$ cat src/rtl/count_ctrl_pkg.sv
// count_ctrl_pkg: state encoding and default parameters shared by the
// count_ctrl control stage and its button conditioner.
package count_ctrl_pkg;

  // FSM states; the encoding is visible on the state output port.
  typedef enum logic [1:0] {
    IDLE  = 2'd0,
    RUN   = 2'd1,
    PAUSE = 2'd2,
    LOAD  = 2'd3
  } state_t;

  // Default clk cycles between enable ticks while running.
  localparam int DEF_PRESCALE  = 4;
  // Default prescaler width; DEF_PRESCALE-1 must fit.
  localparam int DEF_PS_WIDTH  = 16;
  // Default number of stable samples needed to accept a button change.
  localparam int DEF_DB_CYCLES = 3;

endpackage

$ cat src/rtl/count_ctrl_btn_cond.sv
// btn_cond: conditions one raw push-button into a single-cycle press pulse.
// Path: 2-flop synchroniser -> debounce filter -> registered rising-edge
// pulse. Latency from a clean raw edge to the pulse is 2 + DB_CYCLES + 1.
module btn_cond #(
  parameter int DB_CYCLES = 3
) (
  input  logic clk,
  input  logic rst,
  input  logic raw,
  output logic pulse
);

  // Counter holds 0..DB_CYCLES-1; keep at least one bit for DB_CYCLES=1.
  localparam int CW = (DB_CYCLES > 1) ? $clog2(DB_CYCLES) : 1;

  logic          sync0;
  logic          sync1;
  logic          level;
  logic          level_d;
  logic [CW-1:0] cnt;

  // Two-flop synchroniser for the asynchronous button input.
  // NOTE: sequential state is assigned with <= only, so every flop samples
  // the pre-edge value of its source and the chain really is two stages.
  always_ff @(posedge clk or posedge rst) begin
    if (rst) begin
      sync0 <= 1'b0;
      sync1 <= 1'b0;
    end else begin
      sync0 <= raw;
      sync1 <= sync0;
    end
  end

  // Debounce: accept a new level only after DB_CYCLES consecutive samples
  // disagree with the current one; any agreeing sample restarts the count.
  always_ff @(posedge clk or posedge rst) begin
    if (rst) begin
      level <= 1'b0;
      cnt   <= '0;
    end else if (sync1 != level) begin
      if (cnt == CW'(DB_CYCLES - 1)) begin
        level <= sync1;
        cnt   <= '0;
      end else begin
        cnt <= cnt + CW'(1);
      end
    end else begin
      cnt <= '0;
    end
  end

  // Registered rising-edge detect on the debounced level: one cycle per press.
  always_ff @(posedge clk or posedge rst) begin
    if (rst) begin
      level_d <= 1'b0;
      pulse   <= 1'b0;
    end else begin
      level_d <= level;
      pulse   <= level & ~level_d;
    end
  end

endmodule

$ cat src/rtl/count_ctrl.sv
// count_ctrl: control stage in front of the lab up/down counter.
// Conditions start/dir/load buttons, runs the IDLE/RUN/PAUSE/LOAD FSM and a
// prescaler, and drives the counter's load, enable and up_down inputs.
// Optional build macro COUNT_CTRL_AUTORELOAD_EN: a one-shot terminal count
// in RUN reloads the counter and resumes RUN instead of stopping in IDLE.
module count_ctrl
  import count_ctrl_pkg::*;
#(
  parameter int PRESCALE  = DEF_PRESCALE,
  parameter int PS_WIDTH  = DEF_PS_WIDTH,
  parameter int DB_CYCLES = DEF_DB_CYCLES
) (
  input  logic       clk,
  input  logic       rst,
  input  logic       btn_start,
  input  logic       btn_dir,
  input  logic       btn_load,
  input  logic       oneshot,
  input  logic       co,
  output logic       load,
  output logic       enable,
  output logic       up_down,
  output logic [1:0] state,
  output logic       busy
);

  logic                start_p;
  logic                dir_p;
  logic                load_p;
  state_t              state_q;
  state_t              state_d;
  logic [PS_WIDTH-1:0] ps;
  logic                tick;
  logic                stop;

  btn_cond #(.DB_CYCLES(DB_CYCLES)) u_start (
    .clk   (clk),
    .rst   (rst),
    .raw   (btn_start),
    .pulse (start_p)
  );

  btn_cond #(.DB_CYCLES(DB_CYCLES)) u_dir (
    .clk   (clk),
    .rst   (rst),
    .raw   (btn_dir),
    .pulse (dir_p)
  );

  btn_cond #(.DB_CYCLES(DB_CYCLES)) u_load (
    .clk   (clk),
    .rst   (rst),
    .raw   (btn_load),
    .pulse (load_p)
  );

  assign tick = (state_q == RUN) && (ps == PS_WIDTH'(PRESCALE - 1));
  assign stop = oneshot && co;

`ifdef COUNT_CTRL_AUTORELOAD_EN
  // Remembers that the current LOAD came from a terminal count in RUN.
  logic auto_ld;

  // Flag an automatic reload so LOAD knows to resume RUN.
  always_ff @(posedge clk or posedge rst) begin
    if (rst) begin
      auto_ld <= 1'b0;
    end else begin
      auto_ld <= (state_q == RUN) && (state_d == LOAD);
    end
  end
`endif

  // Next-state logic; load has priority over start in IDLE and PAUSE.
  // NOTE: state_d gets a default before the case so no path leaves it
  // unassigned, which would otherwise infer a latch.
  always_comb begin
    state_d = state_q;
    case (state_q)
      IDLE: begin
        if (load_p)       state_d = LOAD;
        else if (start_p) state_d = RUN;
      end
      RUN: begin
        if (stop) begin
`ifdef COUNT_CTRL_AUTORELOAD_EN
          state_d = LOAD;
`else
          state_d = IDLE;
`endif
        end else if (start_p) begin
          state_d = PAUSE;
        end
      end
      PAUSE: begin
        if (load_p)       state_d = LOAD;
        else if (start_p) state_d = RUN;
      end
      LOAD: begin
`ifdef COUNT_CTRL_AUTORELOAD_EN
        state_d = auto_ld ? RUN : IDLE;
`else
        state_d = IDLE;
`endif
      end
      default: state_d = IDLE;
    endcase
  end

  // State register, prescaler and registered counter-control outputs.
  // The prescaler only advances while staying in RUN, so it reads 0 in every
  // non-RUN cycle and each RUN entry restarts the full period.
  always_ff @(posedge clk or posedge rst) begin
    if (rst) begin
      state_q <= IDLE;
      ps      <= '0;
      load    <= 1'b0;
      enable  <= 1'b0;
      up_down <= 1'b1;
    end else begin
      state_q <= state_d;
      if ((state_q == RUN) && (state_d == RUN)) begin
        ps <= tick ? '0 : ps + PS_WIDTH'(1);
      end else begin
        ps <= '0;
      end
      load    <= (state_d == LOAD);
      enable  <= tick && !stop && (state_d == RUN);
      up_down <= up_down ^ dir_p;
    end
  end

  assign state = state_q;
  assign busy  = (state_q == RUN);

endmodule

$ cat config.mk
export PLATFORM = sky130hd
export DESIGN_NAME = count_ctrl
export DESIGN_NICKNAME = d
export VERILOG_FILES = /design/src/rtl/count_ctrl_pkg.sv /design/src/rtl/count_ctrl_btn_cond.sv /design/src/rtl/count_ctrl.sv
export SDC_FILE = /design/constraint.sdc
export NUM_CORES = 1
export LEC_CHECK = 0
export CAP_MARGIN = 20
export CORE_MARGIN = 2
export CORE_UTILIZATION = 49
export DETAILED_ROUTE_END_ITERATION = 8
export DONT_BUFFER_PORTS = 1
export MAX_ROUTING_LAYER = met4
export PLACE_DENSITY = 0.67
export SYNTH_ARGS = -nofsm -noshare
export SYNTH_HDL_FRONTEND = slang
export SYNTH_HIERARCHICAL = 1
export SYNTH_SLANG_ARGS = --single-unit
$ cat constraint.sdc
create_clock -name clk -period 1.5 [get_ports clk]
set_input_delay 0 -clock clk [delete_from_list [all_inputs] [get_ports clk]]
set_output_delay 0 -clock clk [all_outputs]
set_load 0.01 [all_outputs]
==> summary.txt <==
Run status
  – Status: finished clean

Routing
  – Antenna Violating Nets Remaining: 0
  – WL final: 2900 um
  – DR vias: between 1000 and 1500
  – Starting DRC count in detailed routing: between 100 and 150
  – DRC: 0
  – DR vias/cell: about 5.2
  – Wirelength per Cell: 13.3 um
  – Pre-Repair DR Iteration Count: 6

Synth
  – Syn Nets: 150
  – Top FF cell, synth: dfrtp_1
  – Post-Syn Area: roughly 0.0017 mm2
  – Async SR Flop Fraction: 1.00
  – Register area share after synthesis: 0.613
  – Number of synthesized flops with an enable pin: 0
  – Synth Area per Inst: around 12 um2
  – Yosys warns: 6
  – Synthesis-stage register bit count: 42
  – Netlist cell types: 30
  – Syn Inst Count: 142

CTS
  – H-tree Lvls: 2
  – Root buffer cell: clkbuf_4
  – Worst-path clk slew: around 0.12 ns
  – Clk_lat worst skew: 0.33 ns
  – Clk buf depth: 2
  – TritonCTS clock tree: built
  – Clk sinks: 42
  – TritonCTS Buffers: 5

STA
  – Tmin final: around 1.4 ns
  – Final hold violations: 0
  – Final Skew: approximately 0.0086 ns
  – Slew at the pin closest to its max-slew limit: 0.288 ns
  – Max Slew Vio Count: 0
  – Worst rel slew slack: 0.806
  – Final period utilization: 0.962
  – Setup TNS: 0 ns
  – Final WS setup: between 0.05 and 0.06 ns
  – Setup violators final: 0
  – Maximum clock frequency: approximately 690 MHz

Layout
  – Util after Layout: 0.612
  – Finished layout cell area: slightly above 0.002 mm2
  – Fill cell instance count of the final layout: 309
  – Ratio of cells with drive above 1 in the final layout: 0.308
  – Register area: 0.00106 mm2
  – Ant. Diodes: 0
  – Nets: between 150 and 200
  – Footprint of the multi-input gates: between 600 and 700 um2
  – Area Growth Syn to Fin: 19.9%

Floorplan
  – # rows: 21
  – Initial Util: 0.510
  – Die area: 0.00399 mm2
  – Die Height: about 63 um
  – IO Count: 13
  – DIE WIDTH: roughly 63 um
  – CORE AREA: 0.00336 mm2

Placed design
  – Post-DP Area: roughly 0.0019 mm2
  – Final HPWL DP: a little under 2000 um
  – Port bufs: 0
  – RD Place Congestion: ~0.85
  – Setup WS pre-CTS: approximately 0.048 ns

Flow run
  – MaxCap Viol Count: 0

Global routing
  – GR Util All Layers: 0.165
  – Vias in the first global route: 1158
  – Grt total ovfl: 0
  – Largest net degree at the start of global routing: 22
  – Global-route wire length before repair: 5020 um
  – Initial antenna violation count: 0

Critical path
  – Crit path DAT: roughly 1.7 ns
  – Worst EP required: 1.77 ns
  – CP Max Fanout: 5
  – Startpoint Class: flop
  – Worst Setup End Kind: flop
  – R2R Setup Slk: between 0.05 and 0.06 ns
  – Critical path type: reg2reg

Power
  – VDD IR max: about 820 uV
  – Pwr per Cell Area: roughly 1400 mW/mm2
  – Lkg Pwr: slightly below 0.9 nW

Hold path
  – HP Class: in2async
repair_timing:
item | CTS | global route
endpoints found under the hold margin | 48 | 0
hold buffers | 6 | 0
gates resized for setup | 0 | 14
buffers inserted | 0 | 6
endpoints found under the setup margin | 0 | 16
layout make-up:
| type | instances | share of cell area |
|---|---|---|
| sequential | 42 | 0.515 |
| clock buffer | 6 | 0.0201 |
| tap | 46 | 0.0280 |
| clock inverter | 2 | 0.00669 |
| multi-input combinational | 90 | 0.319 |
| timing repair buffer | 25 | 0.0985 |
| inverter | 7 | 0.0128 |
cells in the final DEF (no fill, tap or decap), types with 4 or more instances in the layout:
master | netlist | layout
nor3b_2 | 3 | 4
dlygate4sd3_1 | 0 | 6
dfrtp_1 | 41 | 35
inv_1 | 7 | 7
nand4_1 | 5 | 5
xor2_1 | 7 | 7
dfrtp_2 | 0 | 6
clkbuf_4 | 0 | 5
nand3_1 | 7 | 6
nor2b_1 | 4 | 4
nor2_1 | 18 | 17
nand2_1 | 5 | 5
xnor2_1 | 10 | 10
buf_4 | 2 | 19
cell usage after synthesis (2+ instances only):
library cell  count  area (um2)
nor2b_4           3        41.3
nor3b_2           3        37.5
nor2b_1           4        25.0
a21oi_1           2        10.0
nor3_1            5        25.0
o21ai_0           2        10.0
nand2_1           5        18.8
nand4_1           5        31.3
nor2_1           18        67.6
mux2_4            3        45.0
xor2_1            7        61.3
dfrtp_1          41        1030
buf_4             2        15.0
nand3_1           7        35.0
inv_1             7        26.3
xnor2_1          10        87.6
nor4_1            5        31.3
report_power, final:
group / switching [mW] / internal, mW
sequential: 0.225 / 1.41
clock: 0.349 / 0.185
combinational: 0.272 / 0.351
total: 0.845 / 1.94
cells by family (layout without fill, tap and decap cells):
logic type	after synthesis	in the layout	synth area share
fa+ha+maj	1	1	0.00729
simple gates	63	63	0.219
mux	3	3	0.0262
flops	42	42	0.613
buf+inv	10	40	0.0270
compound gates	6	6	0.0204
xor+xnor	17	17	0.0867
metrics by stage:
stage | hold slack (ns) | total power, mW | cells
global placement | -0.179 | 2.22 | 198
CTS | 0.0687 | 2.82 | 212
finish | 0.0872 | 2.79 | 218
global route | 0.0936 | 2.99 | 218
detailed placement | -0.170 | 2.26 | 198
floorplan | -0.197 | 2.07 | 142
metal layers:
layer	GRT usage	part of all wire	vias to the layer above
met5	-	0	-
met4	0.0489	0.017	0
met3	0.0429	0.048	4
met2	0.273	0.51	31
met1	0.202	0.42	563
li1	-	-	533
worst paths after layout:
| path | cells past startpoint | start | to |
|---|---|---|---|
| max | 4 | ps[3]$_DFF_PP0_ | ps[15]$_DFF_PP0_ |
| max in group asynchronous | 3 | rst | up_down$_DFF_PP1_ |
| max reg2reg | 4 | ps[3]$_DFF_PP0_ | ps[15]$_DFF_PP0_ |
| min reg2reg | 0 | u_start/sync0$_DFF_PP0_ | u_start/sync1$_DFF_PP0_ |
| min | 2 | rst | u_start/cnt[1]$_DFF_PP0_ |
| min in group clk | 1 | btn_dir | u_dir/sync0$_DFF_PP0_ |
registers in the layout, indices dropped and copies added, names as in the netlist, 2 cells and up:
register / flops
u_start/cnt: 2
u_load/cnt: 2
state: 2
u_dir/cnt: 2
ps: 16
critical path: stages (launching register included):
cell and delay [ns]:
dfrtp_2 0.44, and4_4 0.25, nand3_2 0.07, or4_1 0.47, a21oi_1 0.15
(Power assumes the default switching activity.)
